**config.mk**
```make
export PLATFORM = sky130hd
export DESIGN_NAME = regfile_mp_sb
export DESIGN_NICKNAME = d
export VERILOG_FILES = /design/src/rtl/regfile_mp_sb.sv
export SDC_FILE = /design/constraint.sdc
export NUM_CORES = 2
export LEC_CHECK = 0
export CAP_MARGIN = 40
export CORE_MARGIN = 2
export CORE_UTILIZATION = 56
export CTS_CLUSTER_SIZE = 25
export DETAILED_ROUTE_END_ITERATION = 16
export PLACE_DENSITY = 0.81
export SLEW_MARGIN = 25
export SYNTH_ARGS = -nofsm -noshare
export SYNTH_HDL_FRONTEND = slang
export SYNTH_SLANG_ARGS = --single-unit
export TNS_END_PERCENT = 100
```
**constraint.sdc**
```tcl
create_clock -name clk -period 21.1 [get_ports clk]
set_input_delay 4.22 -clock clk [delete_from_list [all_inputs] [get_ports clk]]
set_output_delay 4.22 -clock clk [all_outputs]
set_load 0.01 [all_outputs]
```
**src/rtl/regfile_mp_sb.sv**
```systemverilog
// Multi-port GPR file with per-register busy scoreboard for the ID stage.
// Combinational reads with optional write bypass; registered writes and busy bits.
module regfile_mp_sb #(
    parameter int DATA_W   = 32,
    parameter int ADDR_W   = 5,
    parameter int NUM_RD   = 2,
    parameter int NUM_WR   = 1,
    parameter int ZERO_REG = 1,
    parameter int BYPASS   = 1
) (
    input  logic                     clk,
    input  logic                     rst,
    input  logic [NUM_WR-1:0]        we,
    input  logic [NUM_WR*ADDR_W-1:0] waddr,
    input  logic [NUM_WR*DATA_W-1:0] wdata,
    input  logic [NUM_RD-1:0]        re,
    input  logic [NUM_RD*ADDR_W-1:0] raddr,
    output logic [NUM_RD*DATA_W-1:0] rdata,
    output logic [NUM_RD-1:0]        rd_busy,
    input  logic                     rsv_en,
    input  logic [ADDR_W-1:0]        rsv_addr,
    output logic [ADDR_W:0]          busy_cnt
);

    localparam int DEPTH = 1 << ADDR_W;
    localparam int CNT_W = ADDR_W + 1;
    localparam bit HAS_ZERO = (ZERO_REG != 0);
    localparam bit HAS_BYP  = (BYPASS != 0);

    logic [DATA_W-1:0] regs_q [DEPTH];
    logic [DATA_W-1:0] regs_d [DEPTH];
    logic [DEPTH-1:0]  busy_q;
    logic [DEPTH-1:0]  busy_d;
    logic [CNT_W-1:0]  busy_cnt_q;
    logic [CNT_W-1:0]  busy_cnt_d;

    logic [ADDR_W-1:0] wa [NUM_WR];
    logic [DATA_W-1:0] wd [NUM_WR];
    logic [NUM_WR-1:0] wv;

    logic [DEPTH-1:0]  set_vec;
    logic [DEPTH-1:0]  clr_vec;
    logic [DEPTH-1:0]  rise_vec;
    logic [DEPTH-1:0]  fall_vec;
    logic [CNT_W-1:0]  fall_cnt;

    logic [ADDR_W-1:0] ra  [NUM_RD];
    logic [NUM_RD-1:0] hit;
    logic [DATA_W-1:0] hv  [NUM_RD];

    // Unpack write ports; writes to a hardwired r0 are dropped here.
    always_comb begin
        for (int k = 0; k < NUM_WR; k++) begin
            wa[k] = waddr[k*ADDR_W +: ADDR_W];
            wd[k] = wdata[k*DATA_W +: DATA_W];
            wv[k] = we[k] && !(HAS_ZERO && (wa[k] == '0));
        end
    end

    // Next register contents; later ports override earlier ones on collision.
    always_comb begin
        for (int i = 0; i < DEPTH; i++) begin
            regs_d[i] = regs_q[i];
        end
        for (int k = 0; k < NUM_WR; k++) begin
            if (wv[k]) begin
                regs_d[wa[k]] = wd[k];
            end
        end
    end

    // Scoreboard next state: a reservation beats a same-cycle writeback.
    always_comb begin
        set_vec = '0;
        clr_vec = '0;
        if (rsv_en && !(HAS_ZERO && (rsv_addr == '0))) begin
            set_vec[rsv_addr] = 1'b1;
        end
        for (int k = 0; k < NUM_WR; k++) begin
            if (we[k]) begin
                clr_vec[wa[k]] = 1'b1;
            end
        end
        busy_d = (busy_q & ~clr_vec) | set_vec;
        if (HAS_ZERO) begin
            busy_d[0] = 1'b0;
        end
    end

    // Busy counter tracks popcount incrementally from bit transitions.
    always_comb begin
        rise_vec = set_vec & ~busy_q;
        fall_vec = clr_vec & busy_q & ~set_vec;
        fall_cnt = '0;
        for (int i = 0; i < DEPTH; i++) begin
            fall_cnt = fall_cnt + CNT_W'(fall_vec[i]);
        end
        busy_cnt_d = busy_cnt_q + CNT_W'(|rise_vec) - fall_cnt;
    end

    // Per read port: find the highest-indexed same-cycle write hit.
    always_comb begin
        hit = '0;
        for (int p = 0; p < NUM_RD; p++) begin
            ra[p] = raddr[p*ADDR_W +: ADDR_W];
            hv[p] = '0;
            for (int k = 0; k < NUM_WR; k++) begin
                if (we[k] && (wa[k] == ra[p])) begin
                    hit[p] = 1'b1;
                    hv[p]  = wd[k];
                end
            end
        end
    end

    // Read mux and hazard flag per port.
    always_comb begin
        rdata   = '0;
        rd_busy = '0;
        for (int p = 0; p < NUM_RD; p++) begin
            if (!rst && re[p]) begin
                if (HAS_ZERO && (ra[p] == '0)) begin
                    rdata[p*DATA_W +: DATA_W] = '0;
                end else if (HAS_BYP && hit[p]) begin
                    rdata[p*DATA_W +: DATA_W] = hv[p];
                end else begin
                    rdata[p*DATA_W +: DATA_W] = regs_q[ra[p]];
                end
                rd_busy[p] = busy_q[ra[p]] & ~(HAS_BYP & hit[p]);
            end
        end
    end

    // State registers with synchronous reset.
    always_ff @(posedge clk) begin
        if (rst) begin
            for (int i = 0; i < DEPTH; i++) begin
                regs_q[i] <= '0;
            end
            busy_q     <= '0;
            busy_cnt_q <= '0;
        end else begin
            for (int i = 0; i < DEPTH; i++) begin
                regs_q[i] <= regs_d[i];
            end
            busy_q     <= busy_d;
            busy_cnt_q <= busy_cnt_d;
        end
    end

    assign busy_cnt = busy_cnt_q;

endmodule

```
After elaboration in Yosys (flattened, before gate mapping)
Memories as Yosys holds them, arrays and structs flattened.
Cells that the tools add are included.
Storage, ports and cells
  flip-flop bits (word level): 38
  memory bits (writable): 1024
  output and inout port bits: 72
  word-level logic and storage cells: 170
  memories kept: 1
Memory list
  regs_q: words 32, bits a word 32, rd ports 34, clocked after Yosys merged registers in 0, wr ports 32, RTL line 30  | logic [DATA_W-1:0] regs_q [DEPTH];
Cells by class
  add/subtract/negate cells: 33
  magnitude comparators: 8
  equality and inequality tests: 2
  multiplexer cells: 61
  bitwise logic cells: 45
  reductions and logical operators: 17
Operators by type and width (count)
  32-bit two-way mux: 43
  1024-bit bitwise mux: 1
  1024-bit two-way mux: 1
  6-bit by 1-bit adder with 6-bit output: 27
  32-bit demux with 5-bit select: 1
  32-bit AND: 4
  32-bit NOT: 3
  1-bit OR: 32
  32-bit OR: 1
  32-bit OR reduction: 1
  5-bit by 6-bit less-than comparator with 1-bit output (second input constant): 4
  5-bit zero test: 4
  1-bit two-way mux: 11
  1-bit binary-select mux with 5-bit select: 2
  1-bit demux with 5-bit select: 2
  5-bit equality test: 2
  5-bit by 1-bit >= comparator with 1-bit output (second input constant): 2
  1-bit logical AND: 9
  5-bit by 1-bit adder with 6-bit output: 1
  6-bit >= comparator (second input constant): 1
  6-bit by 1-bit less-than comparator with 1-bit output (second input constant): 1
  5-bit NOT with 6-bit output: 1
  6-bit subtractor: 1
  4-bit by 1-bit adder with 5-bit output: 1
  other kinds (6): 10

Depth between registers and ports, before layout
  depth after elaboration: 39
  gate-level depth with buffers: 26
  depth with buffers taken out: 24

Worst setup path after synthesis
No wires, ideal clock.
  path kind: input-to-output
  start point: in raddr[0]
  end point: out rdata[24]
  arrival: 5.748 ns
  data required time: 16.880 ns
  setup slack: 11.132 ns
  stages on the path: 7
  path through: buf_6 > buf_6 > buf_6 > mux4_2 > a211oi_1 > a211oi_1 > a211o_1
On the way
  cells in the longest elaborated chain, start to end: 6
  elaborated cells between the ends (all ways): 9
  those cells by class: 1 x eq/ne; 5 x mux; 2 x reduce/logical; 1 x memory
RTL lines
  from (decl): RTL line 17  | input logic [NUM_RD*ADDR_W-1:0] raddr,
  branches (longest 4 deep; another with memory 32 x 32 bit)
  32-bit two-way mux (*): RTL line 122  | if (HAS_ZERO && (ra[p] == '0)) begin
  32-bit two-way mux (*): RTL line 121  | if (!rst && re[p]) begin
  to (decl): RTL line 18  | output logic [NUM_RD*DATA_W-1:0] rdata,
Every way passes the cells marked *.

Worst setup path in the final report
  start point: in raddr[0]
  end point: out rdata[15]
Same word-level chain as after synthesis.

==> metrics.md <==
| Metric | Value |
|---|---|
| Status | complete, no violations |
| Hold violation total from the final report | 0 |
| Overall die width | 321 microns |
| Number of buffers inserted during clock tree synthesis | 105 |
| Number of enable flip-flop cells after synthesis | 0 |
| Int Pwr | between 3 and 4 mW |
| Total of hold buffers inserted after clock tree synthesis | 0 |
| Number of H-tree branching levels | 3 |
| Unique cell type count in the Yosys netlist | 56 |
| Last weighted congestion value of the routability-driven placer | 1.05 |
| Count of nets after finishing | between 6000 and 7000 |
| Count of final setup violators | 0 |
| Dominant combinational cell family by area after synthesis | multiplexers |
| Post-CTS sizing | 0 |
| Parity-gate share of the synthesized area counting xor and xnor cells | less than 1% |
| Net Sw Frac | between 20% and 30% |
| Combinational share of power | 10.8% |
| Clock transition time at the flip-flop clock pins of the worst setup and hold paths | 0.07 ns |
| Data required time of the worst path | ~17 ns |
| Power density of the placed cells | 72.0 nW/um^2 |
| Fin crit share | between 60% and 70% |
| Register bit total from synthesis | 1061 |
| Critical setup path kind | in2out |
| CP arrival | 8.68 ns |
| Average via count per standard cell | 7.12 |
| Area grow syn2layout | 9.98% |
| Maximum number of pins on one net before global-route repair | approximately 240 |
| Drt first-iter violations | 10300 |
| Via count of the first global-routing pass | 51800 |
| Nets in the synthesized netlist | 6592 |
| Drt wl/cell | roughly 28 microns |
| Sequential fraction of design power | 45.9% |
| Number of cells produced by synthesis | 6474 |
| Measured slew at the worst slew-check pin | 1.25 ns |
| Simple-gate area share of the yosys netlist | 17.2% |
| First-pass GRT wire length | 311 mm |
| Ports | 130 |
| Final TNS setup | 0 ns |
| Count of clock tree sinks | 1061 |
| Setup repair after global routing missed its margin | false |
| Later-pin clock latency in the skew report | around 0.70 ns |
| Post-layout min period | 12.90 ns |
| Asr flop ratio synth | 0% |
| Number of rows in the core area | between 100 and 150 |
| Peak ir drop on the vdd network | around 67 uV |
| Syn. warnings | 0 |
| Max Root-Sink Buffers | 3 |
| FF-to-FF setup slack | 15.73 ns |
| Drt first pass iters | 10 |
| Max-slew violation count | 0 |
| Max Fanout on Critical Path | 103 |
| Adder-cell share of the synthesized area | between 1.5 and 2% |
| Count of nets left with antenna violations after detail routing | 0 |
| Sequential fraction of the synthesis area | 37.9% |
| Aggregate global-route resource usage | 39.8% |
| Final Skew | 0.0192 ns |
| CTS tree | done |
| Switch Pwr | roughly 1.2 mW |
| Overall die area | between 100000 and 150000 sq um |
| Layout cell share with drive strength beyond 1 | 13.6% |
| Post-detailed-routing wire length | 211 mm |
| Core box area | 99700 sq um |
| GR Overflow Total | 0 |
| Die Ht | 321 microns |
| Critical Path Source Type | primary input |
| Post-CTS Setup Repair Bufs | 0 |
| Effective utilization at floorplan | between 50% and 60% |
| Clock Power Share | 43.3% |
| Remaining routing DRC violations | 0 |
| Total of buffers placed on input and output ports | about 130 |
| Root Buffer Master | sky130_fd_sc_hd__clkbuf_16 |
| Setup crit end kind | primary output |
| Total via count after detailed routing | 54000 |
| Detailed placer's ending HPWL | 120 mm |
| Worst slew slack as a fraction of its limit | 16.5% |
| Post-synthesis compound-gate area fraction | between 10% and 20% |
| Type of the worst min-delay path | reg2reg |
| Cells after DPL | around 7400 |
| Post-route non-filler standard cell count | 7590 |
| Post-route total power | 4.44 mW |
| Number of max-capacitance violations reported | 0 |
| Lkg Pwr | 20.6 nW |
| Avg Synthesized Cell Area | between 8 and 9 sq um |
| Initial antenna violation count | 7 |
| Top FF cell, synth | sky130_fd_sc_hd__dfxtp_1 |
| Max Fclk | slightly below 0.08 GHz |
| Fraction of synthesized area in multiplexers | 22.2% |
| Summed instance area of the synthesized netlist | 56100 sq um |
-- sequential cells by signal (all words and copies together), names as in the netlist --
signal,flops
regs_q,1024
busy_cnt,6
busy_q,31
-- final cells by class --
class | instances | area [sq um]
inverter | 69 | 262
sequential | 1061 | 21200
tap | 1298 | 1620
antenna | 11 | 27.5
clock buffer | 150 | 3020
clock inverter | 35 | 439
fill | 7785 | 38000
multi-input combinational | 4669 | 31900
timing repair buffer | 297 | 3200
-- power groups by stage --
stage          sequential [mW]  clock [mW]  combinational (mW)
2_1_floorplan             2.08           0               0.306
3_3_place_gp              2.08           0               0.434
3_5_place_dp              2.08           0               0.455
4_1_cts                   2.04        1.91               0.457
5_1_grt                   2.04        1.99               0.502
6_report                  2.04        1.92               0.480
-- layout by cell type, fill, tap and decap left out, types with 6 or more instances in the layout --
cell type                         Yosys  layout
sky130_fd_sc_hd__a211o_1             33      33
sky130_fd_sc_hd__a211oi_1           101     101
sky130_fd_sc_hd__a21oi_1           1043    1043
sky130_fd_sc_hd__a22oi_1             33      33
sky130_fd_sc_hd__a31oi_1             32      32
sky130_fd_sc_hd__and2_1              37      37
sky130_fd_sc_hd__and3_1              29      29
sky130_fd_sc_hd__and3b_1              6       6
sky130_fd_sc_hd__buf_12               3      12
sky130_fd_sc_hd__buf_16               0      24
sky130_fd_sc_hd__buf_4               41     125
sky130_fd_sc_hd__buf_8                4       7
sky130_fd_sc_hd__bufinv_16            0       7
sky130_fd_sc_hd__clkbuf_1           456      24
sky130_fd_sc_hd__clkbuf_16            0     106
sky130_fd_sc_hd__clkbuf_8             0      20
sky130_fd_sc_hd__clkdlybuf4s50_1      0     120
sky130_fd_sc_hd__clkinv_2             0      12
sky130_fd_sc_hd__dfxtp_1           1061    1061
sky130_fd_sc_hd__diode_2              0      11
sky130_fd_sc_hd__fa_1                28      28
sky130_fd_sc_hd__ha_1                32      32
sky130_fd_sc_hd__inv_1               68      68
sky130_fd_sc_hd__mux2i_1            270     270
sky130_fd_sc_hd__mux4_2             432     432
sky130_fd_sc_hd__nand2_1           2144    2111
sky130_fd_sc_hd__nand2_2              0      22
sky130_fd_sc_hd__nand2_4              0      11
sky130_fd_sc_hd__nand2b_1             9       7
sky130_fd_sc_hd__nand3_1             19      18
sky130_fd_sc_hd__nand3b_1             7       7
sky130_fd_sc_hd__nor2_1              75      44
sky130_fd_sc_hd__nor2_4               0      31
sky130_fd_sc_hd__nor2b_1             40      39
sky130_fd_sc_hd__o21ai_0             35      35
sky130_fd_sc_hd__o221ai_1            64      64
sky130_fd_sc_hd__o22ai_1            104     104
sky130_fd_sc_hd__or3_1               35      35
sky130_fd_sc_hd__xnor2_1              9       9
sky130_fd_sc_hd__xor2_1               6       6
-- routing by layer --
layer	up-vias	share of wire [%]	global-route usage, %
met5	-	0.023	0
met4	4	8.9	30.7
met3	1465	17	16.3
met2	5027	41	56.1
met1	25500	33	48.3
li1	22000	-	-
-- metrics by stage --
stage	setup slack [ns]	utilization [%]	area, sq um	hold slack (ns)
finish	8.20	61.9	61700	0.465
global route	8.13	61.9	61700	0.484
CTS	7.92	61.7	61500	0.465
detailed placement	7.95	58.2	58100	0.457
global placement	7.97	57.4	57200	0.448
floorplan	11.13	-	56100	0.443
-- cell families (layout without fill, tap and decap cells) --
family          Yosys count  in the layout
compound gates         1460           1460
xor+xnor                 15             15
fa+ha+maj                60             60
buf+inv                 744            551
flops                  1061           1061
mux                     706            706
other cells               0             11
simple gates           2428           2428
-- synthesized netlist by cell type (10+ instances only) --
cell / number / area [sq um]
sky130_fd_sc_hd__a211o_1: 33 / 289
sky130_fd_sc_hd__a211oi_1: 101 / 758
sky130_fd_sc_hd__a21oi_1: 1043 / 5220
sky130_fd_sc_hd__a22oi_1: 33 / 248
sky130_fd_sc_hd__a31oi_1: 32 / 200
sky130_fd_sc_hd__and2_1: 37 / 231
sky130_fd_sc_hd__and3_1: 29 / 181
sky130_fd_sc_hd__buf_1: 10 / 37.5
sky130_fd_sc_hd__buf_2: 109 / 546
sky130_fd_sc_hd__buf_4: 41 / 308
sky130_fd_sc_hd__buf_6: 23 / 259
sky130_fd_sc_hd__clkbuf_1: 456 / 1710
sky130_fd_sc_hd__clkbuf_2: 29 / 145
sky130_fd_sc_hd__dfxtp_1: 1061 / 21200
sky130_fd_sc_hd__fa_1: 28 / 561
sky130_fd_sc_hd__ha_1: 32 / 400
sky130_fd_sc_hd__inv_1: 68 / 255
sky130_fd_sc_hd__mux2i_1: 270 / 2700
sky130_fd_sc_hd__mux4_2: 432 / 9730
sky130_fd_sc_hd__nand2_1: 2144 / 8050
sky130_fd_sc_hd__nand3_1: 19 / 95.1
sky130_fd_sc_hd__nor2_1: 75 / 282
sky130_fd_sc_hd__nor2b_1: 40 / 250
sky130_fd_sc_hd__o21ai_0: 35 / 175
sky130_fd_sc_hd__o221ai_1: 64 / 561
sky130_fd_sc_hd__o22ai_1: 104 / 651
sky130_fd_sc_hd__or3_1: 35 / 219
-- worst paths after layout --
path,from,endpoint,depth (start not counted)
max reg2reg,busy_q[6],busy_cnt[5],18
min,regs_q[22][28],regs_q[22][28],2
min reg2reg,regs_q[22][28],regs_q[22][28],2
max,raddr[0],rdata[15],11
-- worst max-delay path, cell delays in order --
cell and delay [ns]:
sky130_fd_sc_hd__buf_8 0.37, sky130_fd_sc_hd__buf_12 0.58, sky130_fd_sc_hd__buf_4 0.45, sky130_fd_sc_hd__buf_12 0.29, sky130_fd_sc_hd__xnor2_1 0.16, sky130_fd_sc_hd__nand2_1 0.17
sky130_fd_sc_hd__o211ai_4 0.49, sky130_fd_sc_hd__buf_4 0.50, sky130_fd_sc_hd__a21oi_1 0.19, sky130_fd_sc_hd__a211o_1 0.42, sky130_fd_sc_hd__clkdlybuf4s50_1 0.56
Power figures use the tool's default switching activity.
